--- config.mk ---
export PLATFORM = sky130hd
export DESIGN_NAME = shift_stage
export DESIGN_NICKNAME = d
export VERILOG_FILES = /design/src/rtl/shift_pkg.sv /design/src/rtl/bit_rev32.sv /design/src/rtl/shift_stage.sv
export SDC_FILE = /design/constraint.sdc
export NUM_CORES = 1
export LEC_CHECK = 0
export CAP_MARGIN = 20
export CORE_MARGIN = 1
export CORE_UTILIZATION = 50
export DETAILED_ROUTE_END_ITERATION = 8
export GPL_TIMING_DRIVEN = 0
export PLACE_DENSITY = 0.78
export SYNTH_ARGS = -nofsm -noshare
export SYNTH_HDL_FRONTEND = slang
export SYNTH_SLANG_ARGS = --single-unit
--- constraint.sdc ---
create_clock -name clk -period 4.47 [get_ports clk]
set_clock_uncertainty 0.15 [all_clocks]
set_input_delay 0.894 -clock clk [delete_from_list [all_inputs] [get_ports clk]]
set_output_delay 0.894 -clock clk [all_outputs]
set_load 0.03 [all_outputs]
--- src/rtl/shift_pkg.sv ---
// Shared opcode encoding and datapath width for the shift stage.
package shift_pkg;

  localparam int XLEN = 32;

  typedef enum logic [2:0] {
    SHIFT_SLL = 3'b000,
    SHIFT_SRL = 3'b001,
    SHIFT_SRA = 3'b010,
    SHIFT_ROL = 3'b011,
    SHIFT_ROR = 3'b100
  } shift_op_e;

endpackage

--- src/rtl/bit_rev32.sv ---
// Combinational bit reversal, so left shifts/rotates can reuse the right-shift core.
module bit_rev32
  import shift_pkg::*;
(
  input  logic [XLEN-1:0] i_d,
  output logic [XLEN-1:0] o_d
);

  for (genvar i = 0; i < XLEN; i++) begin : g_rev
    assign o_d[i] = i_d[XLEN-1-i];
  end

endmodule

--- src/rtl/shift_stage.sv ---
// Two-stage shift/rotate pipeline with valid/ready handshake on both ports.
// Rotates (ROL/ROR) exist only when SHIFT_STAGE_ROT_EN is defined; otherwise they decode as reserved.
module shift_stage
  import shift_pkg::*;
#(
  parameter int RD_W = 5
) (
  input  logic            clk,
  input  logic            rst_n,
  input  logic            in_valid,
  output logic            in_ready,
  input  logic [2:0]      in_op,
  input  logic [XLEN-1:0] in_a,
  input  logic [XLEN-1:0] in_b,
  input  logic [RD_W-1:0] in_rd,
  output logic            out_valid,
  input  logic            out_ready,
  output logic [XLEN-1:0] out_data,
  output logic [RD_W-1:0] out_rd,
  output logic            out_illegal
);

  logic            r_s1_valid;
  logic [XLEN-1:0] r_s1_a;
  logic [4:0]      r_s1_shamt;
  logic [RD_W-1:0] r_s1_rd;
  logic            r_s1_illegal;
  logic            r_s1_rev;
  logic            r_s1_fill;
`ifdef SHIFT_STAGE_ROT_EN
  logic            r_s1_rot;
  logic            w_rot;
`endif

  logic            r_out_valid;
  logic [XLEN-1:0] r_out_data;
  logic [RD_W-1:0] r_out_rd;
  logic            r_out_illegal;

  logic            w_s2_adv;
  logic            w_s1_adv;
  logic            w_legal;
  logic            w_rev;
  logic            w_sra;
  logic [XLEN-1:0] w_a_rev;
  logic [XLEN-1:0] w_res_rev;
  logic [XLEN-1:0] w_lvl [0:5];
  logic            w_unused_b;

  assign w_unused_b = ^in_b[XLEN-1:5];

  assign w_s2_adv = !r_out_valid || out_ready;
  assign w_s1_adv = !r_s1_valid || w_s2_adv;
  assign in_ready = w_s1_adv;

  always_comb begin
    w_legal = 1'b0;
    w_rev   = 1'b0;
    w_sra   = 1'b0;
`ifdef SHIFT_STAGE_ROT_EN
    w_rot   = 1'b0;
`endif
    case (in_op)
      SHIFT_SLL: begin w_legal = 1'b1; w_rev = 1'b1; end
      SHIFT_SRL: w_legal = 1'b1;
      SHIFT_SRA: begin w_legal = 1'b1; w_sra = 1'b1; end
`ifdef SHIFT_STAGE_ROT_EN
      SHIFT_ROL: begin w_legal = 1'b1; w_rev = 1'b1; w_rot = 1'b1; end
      SHIFT_ROR: begin w_legal = 1'b1; w_rot = 1'b1; end
`endif
      default: ;
    endcase
  end

  bit_rev32 u_rev_s1 (.i_d(in_a),     .o_d(w_a_rev));
  bit_rev32 u_rev_s2 (.i_d(w_lvl[5]), .o_d(w_res_rev));

  always_ff @(posedge clk or negedge rst_n) begin
    if (!rst_n) begin
      r_s1_valid   <= 1'b0;
      r_s1_a       <= '0;
      r_s1_shamt   <= '0;
      r_s1_rd      <= '0;
      r_s1_illegal <= 1'b0;
      r_s1_rev     <= 1'b0;
      r_s1_fill    <= 1'b0;
`ifdef SHIFT_STAGE_ROT_EN
      r_s1_rot     <= 1'b0;
`endif
    end else if (w_s1_adv) begin
      r_s1_valid <= in_valid;
      if (in_valid) begin
        r_s1_a       <= !w_legal ? '0 : (w_rev ? w_a_rev : in_a);
        r_s1_shamt   <= in_b[4:0];
        r_s1_rd      <= in_rd;
        r_s1_illegal <= !w_legal;
        r_s1_rev     <= w_rev;
        r_s1_fill    <= w_sra & in_a[XLEN-1];
`ifdef SHIFT_STAGE_ROT_EN
        r_s1_rot     <= w_rot;
`endif
      end
    end
  end

  // Logarithmic right barrel: level k moves by 2^k, fill bit is 0 or the SRA sign.
  assign w_lvl[0] = r_s1_a;
  for (genvar k = 0; k < 5; k++) begin : g_lvl
    localparam int SH = 1 << k;
`ifdef SHIFT_STAGE_ROT_EN
    assign w_lvl[k+1] = !r_s1_shamt[k] ? w_lvl[k] :
                        r_s1_rot ? {w_lvl[k][SH-1:0], w_lvl[k][XLEN-1:SH]} :
                                   {{SH{r_s1_fill}}, w_lvl[k][XLEN-1:SH]};
`else
    assign w_lvl[k+1] = !r_s1_shamt[k] ? w_lvl[k] :
                                   {{SH{r_s1_fill}}, w_lvl[k][XLEN-1:SH]};
`endif
  end

  always_ff @(posedge clk or negedge rst_n) begin
    if (!rst_n) begin
      r_out_valid   <= 1'b0;
      r_out_data    <= '0;
      r_out_rd      <= '0;
      r_out_illegal <= 1'b0;
    end else if (w_s2_adv) begin
      r_out_valid <= r_s1_valid;
      if (r_s1_valid) begin
        r_out_data    <= r_s1_illegal ? '0 : (r_s1_rev ? w_res_rev : w_lvl[5]);
        r_out_rd      <= r_s1_rd;
        r_out_illegal <= r_s1_illegal;
      end
    end
  end

  assign out_valid   = r_out_valid;
  assign out_data    = r_out_data;
  assign out_rd      = r_out_rd;
  assign out_illegal = r_out_illegal;

endmodule

=== Yosys cells after proc, flatten, opt, wreduce, memory -nomap -nowiden ===
Cells that the tools add are included.

* Bits in registers: 85
* Bits of input ports: 76
* Output and inout bits: 40
* Word-level logic and storage cells: 35

* Equality and inequality tests: 2
* Mux-type cells: 12
* Bitwise operators: 1
* Reduce and logical (&&, ||, !) cells: 9

{| class="wikitable"
|+ Operator list
! cell !! number
|-
| two-way mux 32 bit || 9
|-
| AND reduction 2 bit || 2
|-
| equality test 3 x 1 -> 1 bit (second input constant) || 1
|-
| equality test 3 x 2 -> 1 bit (second input constant) || 1
|-
| logical NOT 1 bit || 3
|-
| logical NOT 3 bit || 1
|-
| two-way mux 1 bit || 3
|-
| OR reduction 3 bit || 1
|-
| logical OR 1 bit || 2
|-
| bitwise AND 1 bit || 1
|}

=== Logic depth before layout (Yosys ltp) ===
Gate-level depths: netlist of the first run.

* Word-level depth: 7
* Gate-level depth with buffers: 8
* Gate-level depth less buffers: 5

=== Cells and area by module ===
A second synthesis of the first run with hierarchy kept.

* Cell total of the unflattened synthesis: 678
* Area total of the unflattened synthesis: 6476.2 um^2

{| class="wikitable"
|+ By module, submodules not included
! module !! instances !! cells each !! area an instance (um^2) !! sequential area each (um^2)
|-
| shift_stage || 1 || 614 || 5995.8 || 2127.0
|-
| bit_rev32 || 2 || 32 || 240.2 || 0.0
|}

=== Worst setup path before layout of the first run ===
Ideal clock, no wire load.

* Kind: input -> register
* Start point: in out_ready
* End point: reg r_s1_rd[3]
* Library setup time: 0.125 ns
* Arrival: 2.398 ns
* Required time: 4.195 ns
* Setup slack: 1.797 ns
* Stages: 6
* Buffers on the path: 2
* Cells stage by stage: nor2b_1 > nand2_1 > nand2_1 > clkbuf_1 > clkbuf_1 > mux2_2

* Word-level cells in the longest chain between the ends: 3

{| class="wikitable"
|+ RTL lines
! what !! RTL line !! text
|-
| start, declared || shift_stage.sv:17 || <nowiki>input logic out_ready,</nowiki>
|-
| logical OR 1 bit || shift_stage.sv:52 || <nowiki>assign w_s2_adv = !r_out_valid || out_ready;</nowiki>
|-
| logical OR 1 bit || shift_stage.sv:53 || <nowiki>assign w_s1_adv = !r_s1_valid || w_s2_adv;</nowiki>
|-
| net in_ready || shift_stage.sv:11 || <nowiki>output logic in_ready,</nowiki>
|-
| AND reduction 2 bit (no source line) || - ||
|-
| end signal, assigned || shift_stage.sv:95 || <nowiki>r_s1_rd <= in_rd;</nowiki>
|-
| end, declared || shift_stage.sv:26 || <nowiki>logic [RD_W-1:0] r_s1_rd;</nowiki>
|}

The timed path passes the listed nets, and every way through them passes these cells.
A chain may end at the register's enable or synchronous reset.

=== Worst setup path after layout of the first run ===
* Start point: in out_ready
* End point: out in_ready

* Word-level cells in the longest chain between the ends: 2

{| class="wikitable"
|+ RTL lines
! what !! RTL line
|-
| logical OR 1 bit || shift_stage.sv:52
|-
| logical OR 1 bit || shift_stage.sv:53
|-
| end, declared || shift_stage.sv:11
|}

Every way passes these cells.

==> flow_summary.yaml, run 1 <==
die:
  num_rows: 38
  initial_utilization: 0.5157
  core_sq_um: 10890
  die_y_um: 108.0
  die_width_um: 108.0
  ios: 116
  die-area_sq_um: 11660
yosys:
  syn_area_per_cell_sq_um: 10.42
  ys_warn_count: 0
  synth_top_area_cell: "dfrtp_1"
  synth_ff_type: "dfrtp_1"
  ys_seq_elements: 85
  synth_top_area_frac: 0.3788
  seq_area_frac_synth: 0.3788
  synth_nets: 615
  synth_cell_types: 56
  async_flop_share: 1.000
  synth_edf_count: 0
  netlist_top_cells_area: "dfrtp_1 (38%), mux4_2 (12%), mux2i_1 (9.4%), mux2_2 (5.4%), o21ai_0 (5.3%)"
  synthCells: 539
  syn-cell-area_sq_um: 5615
timing:
  setup-violations-final: 0
  worst_pin_slew_ns: 0.7471
  min_period_ns: 3.281
  finalHoldViolCount: 0
  slew_viol_final: 0
  fin_crit_sh: 0.7340
  setup_tns_ns: 0
  slew_headroom: 0.5019
  rsz0062_at_grt: "false"
  fmax_mhz: 304.8
clock_tree:
  ctsResizeCount: 0
  cts_buffers: 9
  clkLatencyLatePin_ns: 0.38
  post-cts-setup-buffers: 0
  cts_max_path_buffers: 2
  cts_tree: "yes"
  cts_max_level: 3
  clkSinkCount: 85
  cts_root_buf: "clkbuf_8"
  hold_buffers: 0
  clkTransAtPathRegs_ns: 0.09
placement:
  dpl.hpwl_um: 14420
  port_buffers: 88
  place_congestion: 0.9564
  placedCellCount: 768
power:
  total_power_mw: 2.568
  seqPwrFrac: 0.371
  ir_drop_uv: 238.4
  p_int_mw: 1.546
  cellPowerDensity_nw_per_um2: 373.5
  p_switching_mw: 1.021
  swShare: 0.3977
  pwr-share-comb: 0.426
  p_clk_frac: 0.203
  p_leak_nw: 2.741
final_layout:
  diodes: 0
  layout.nets: 715
  fillCellCount: 901
  syn2layout_area_growth_pct: 22.42
  final_cell_mix: "clkdlybuf4s50_1 (87), dfrtp_1 (85), nand2_1 (68)"
  drive_above_1_share: 0.1398
  layout_commonest_cell: "clkdlybuf4s50_1"
  stdcell_count: 784
detailed_routing:
  routed-wl-met2_um: 9126
  wl_per_cell_um: 23.95
  dr_wl_met3_um: 1307
  first_pass_iters: 5
  vias: 5186
  viasPerCell: 6.615
  top_layer_used: "met4"
  ant_nets: 0
  wirelength_um: 18780
  wirelength_met1_um: 7565
  drt_iter0_markers: 390
  drc: 0
global_route:
  grt_pass1_vias: 5130
  grt_pass1_wl_um: 29080
  grt_use_total: 0.3398
  antenna_found_initial: 0
  overflow: 0
  grt_max_degree: 60
critical_path:
  reg2reg_from: "r_s1_shamt[2]"
  path_max_fanout: 3
  cp-startpoint: "out_ready"
  reg2reg_depth: 7
  r2r_end: "out_data[10]"
  required_ns: 3.43
  cp-endpoint: "in_ready"
  critPathKind: "in2out"
  crit_path_start_kind: "primary input"
  reg2reg_slack_ns: 1.39
  arrival_ns: 2.24
  cp-end-kind: "output pin"
worst_hold_path:
  worstHoldPathType: "in2async"
outcome:
  status: "completed"
job:
  cap_violations: 0
-- synthesized netlist by cell type, drive strengths merged (2+ instances only) --
master,number
dfrtp,85
nand2,68
o21ai,61
mux2i,54
mux4,34
mux2,27
clkbuf,24
nor2,20
buf,18
a21oi,17
a22oi,13
a22o,8
nand2b,8
inv,7
nor3,7
a21o,6
a31oi,6
nor2b,6
o22ai,6
a221o,5
nand3,5
o211ai,5
a311oi,4
nor4,4
o221ai,4
or2,4
a211oi,3
a221oi,3
a32o,2
and2,2
and3,2
nand4,2
o21a,2
or4,2
-- worst max-delay path, cell delays in order --
cell	delay, ns
clkdlybuf4s50_1	0.48
nor2b_1	0.06
nand2_1	0.11
clkdlybuf4s50_1	0.69
-- per-stage QoR --
stage | instance area, sq um | hold WS (ns) | util | setup WS, ns
after global routing | 6874 | 0.2879 | 0.6313 | 1.133
after CTS | 6874 | 0.2743 | 0.6313 | 1.198
final | 6874 | 0.2703 | 0.6313 | 1.189
after detailed placement | 6696 | 0.3239 | 0.6150 | 0.9757
after floorplan | 5615 | 0.2953 | - | 1.797
after global placement | 6671 | 0.3136 | 0.6127 | -0.5280
-- cell families (layout without fill, tap and decap cells) --
| family | Yosys count | count (layout) | synth area share |
|---|---|---|---|
| mux | 115 | 115 | 0.2917 |
| simple gates | 133 | 133 | 0.1072 |
| flops | 85 | 85 | 0.3788 |
| buf+inv | 50 | 155 | 0.04100 |
| compound gates | 156 | 156 | 0.1814 |
-- worst min path at each step --
stage,start,end,depth (start not counted)
2_1_floorplan,r_s1_a[0],r_s1_a[0],2
3_3_place_gp,out_data[5],out_data[5],2
3_5_place_dp,out_data[13],out_data[13],2
4_1_cts,rst_n,out_data[27],1
5_1_grt,rst_n,out_data[27],1
6_report,rst_n,out_data[27],1
-- power by group through the flow --
| stage | Clock, mW | Combinational (mW) | Sequential [mW] |
|---|---|---|---|
| after detailed placement | 0 | 1.08 | 0.964 |
| after floorplan | 0 | 0.581 | 1.05 |
| final | 0.522 | 1.09 | 0.951 |
| after global routing | 0.552 | 1.15 | 0.963 |
| after global placement | 0 | 1.07 | 0.956 |
| after CTS | 0.528 | 1.08 | 0.949 |
-- layer usage --
| layer | global-route usage | up-vias |
|---|---|---|
| li1 | - | 2269 |
| met1 | 0.4401 | 2590 |
| met2 | 0.5528 | 276 |
| met3 | 0.05847 | 51 |
| met4 | 0.1654 | 0 |
| met5 | 0 | - |
-- flip-flops by register name (all words and copies together) (netlist names) --
register and count:
out_data 32, r_s1_rev 1, r_s1_fill 1, r_s1_illegal 1, out_illegal 1, r_s1_valid 1, r_s1_a 32, out_rd 5
out_valid 1, r_s1_shamt 5, r_s1_rd 5
-- area by class of cell --
type,instances,area [sq um],share of cell area
multi-input combinational,404,3258,0.4740
sequential,85,2127,0.3094
timing repair buffer,89,905.9,0.1318
clock buffer,12,145.1,0.02111
clock inverter,4,32.53,0.004732
buffer,42,200.2,0.02912
tap,140,175.2,0.02548
inverter,8,30.03,0.004368
(Power assumes the default switching activity.)
==> inputs of run 2 (changes only) <==
clock period = 3.25 ns   (was 4.47 ns; I/O delays follow)
==> results of run 2 <==
Same layout as run 1 (identical final DEF). Status: completed.
Among the figures that moved: setup slack after placement 0.9757 ns -> -0.0002536 ns; setup slack after layout 1.189 ns -> 0.1731 ns; hold slack 0.2703 ns -> 0.02628 ns; start point of the critical path out_ready -> r_s1_shamt[2]; end point of the critical path in_ready -> out_data[10]; register-to-register setup slack 1.39 ns -> 0.17 ns; total power 2.568 mW -> 3.531 mW; worst IR drop on VDD 238.4 uV -> 327.9 uV
==> inputs of run 3 (changes only) <==
TNS_END_PERCENT = 10   (was unset)
clock period = 3.7 ns   (was 3.25 ns; I/O delays follow)
==> results of run 3 <==
Same layout as run 1 (identical final DEF). Status: completed.
Among the figures that moved: setup slack after placement 0.9757 ns -> 0.3597 ns; setup slack after layout 1.189 ns -> 0.6231 ns; hold slack 0.2703 ns -> 0.1163 ns; start point of the critical path out_ready -> r_s1_shamt[2]; end point of the critical path in_ready -> out_data[10]; register-to-register setup slack 1.39 ns -> 0.62 ns; total power 2.568 mW -> 3.102 mW; worst IR drop on VDD 238.4 uV -> 288.0 uV
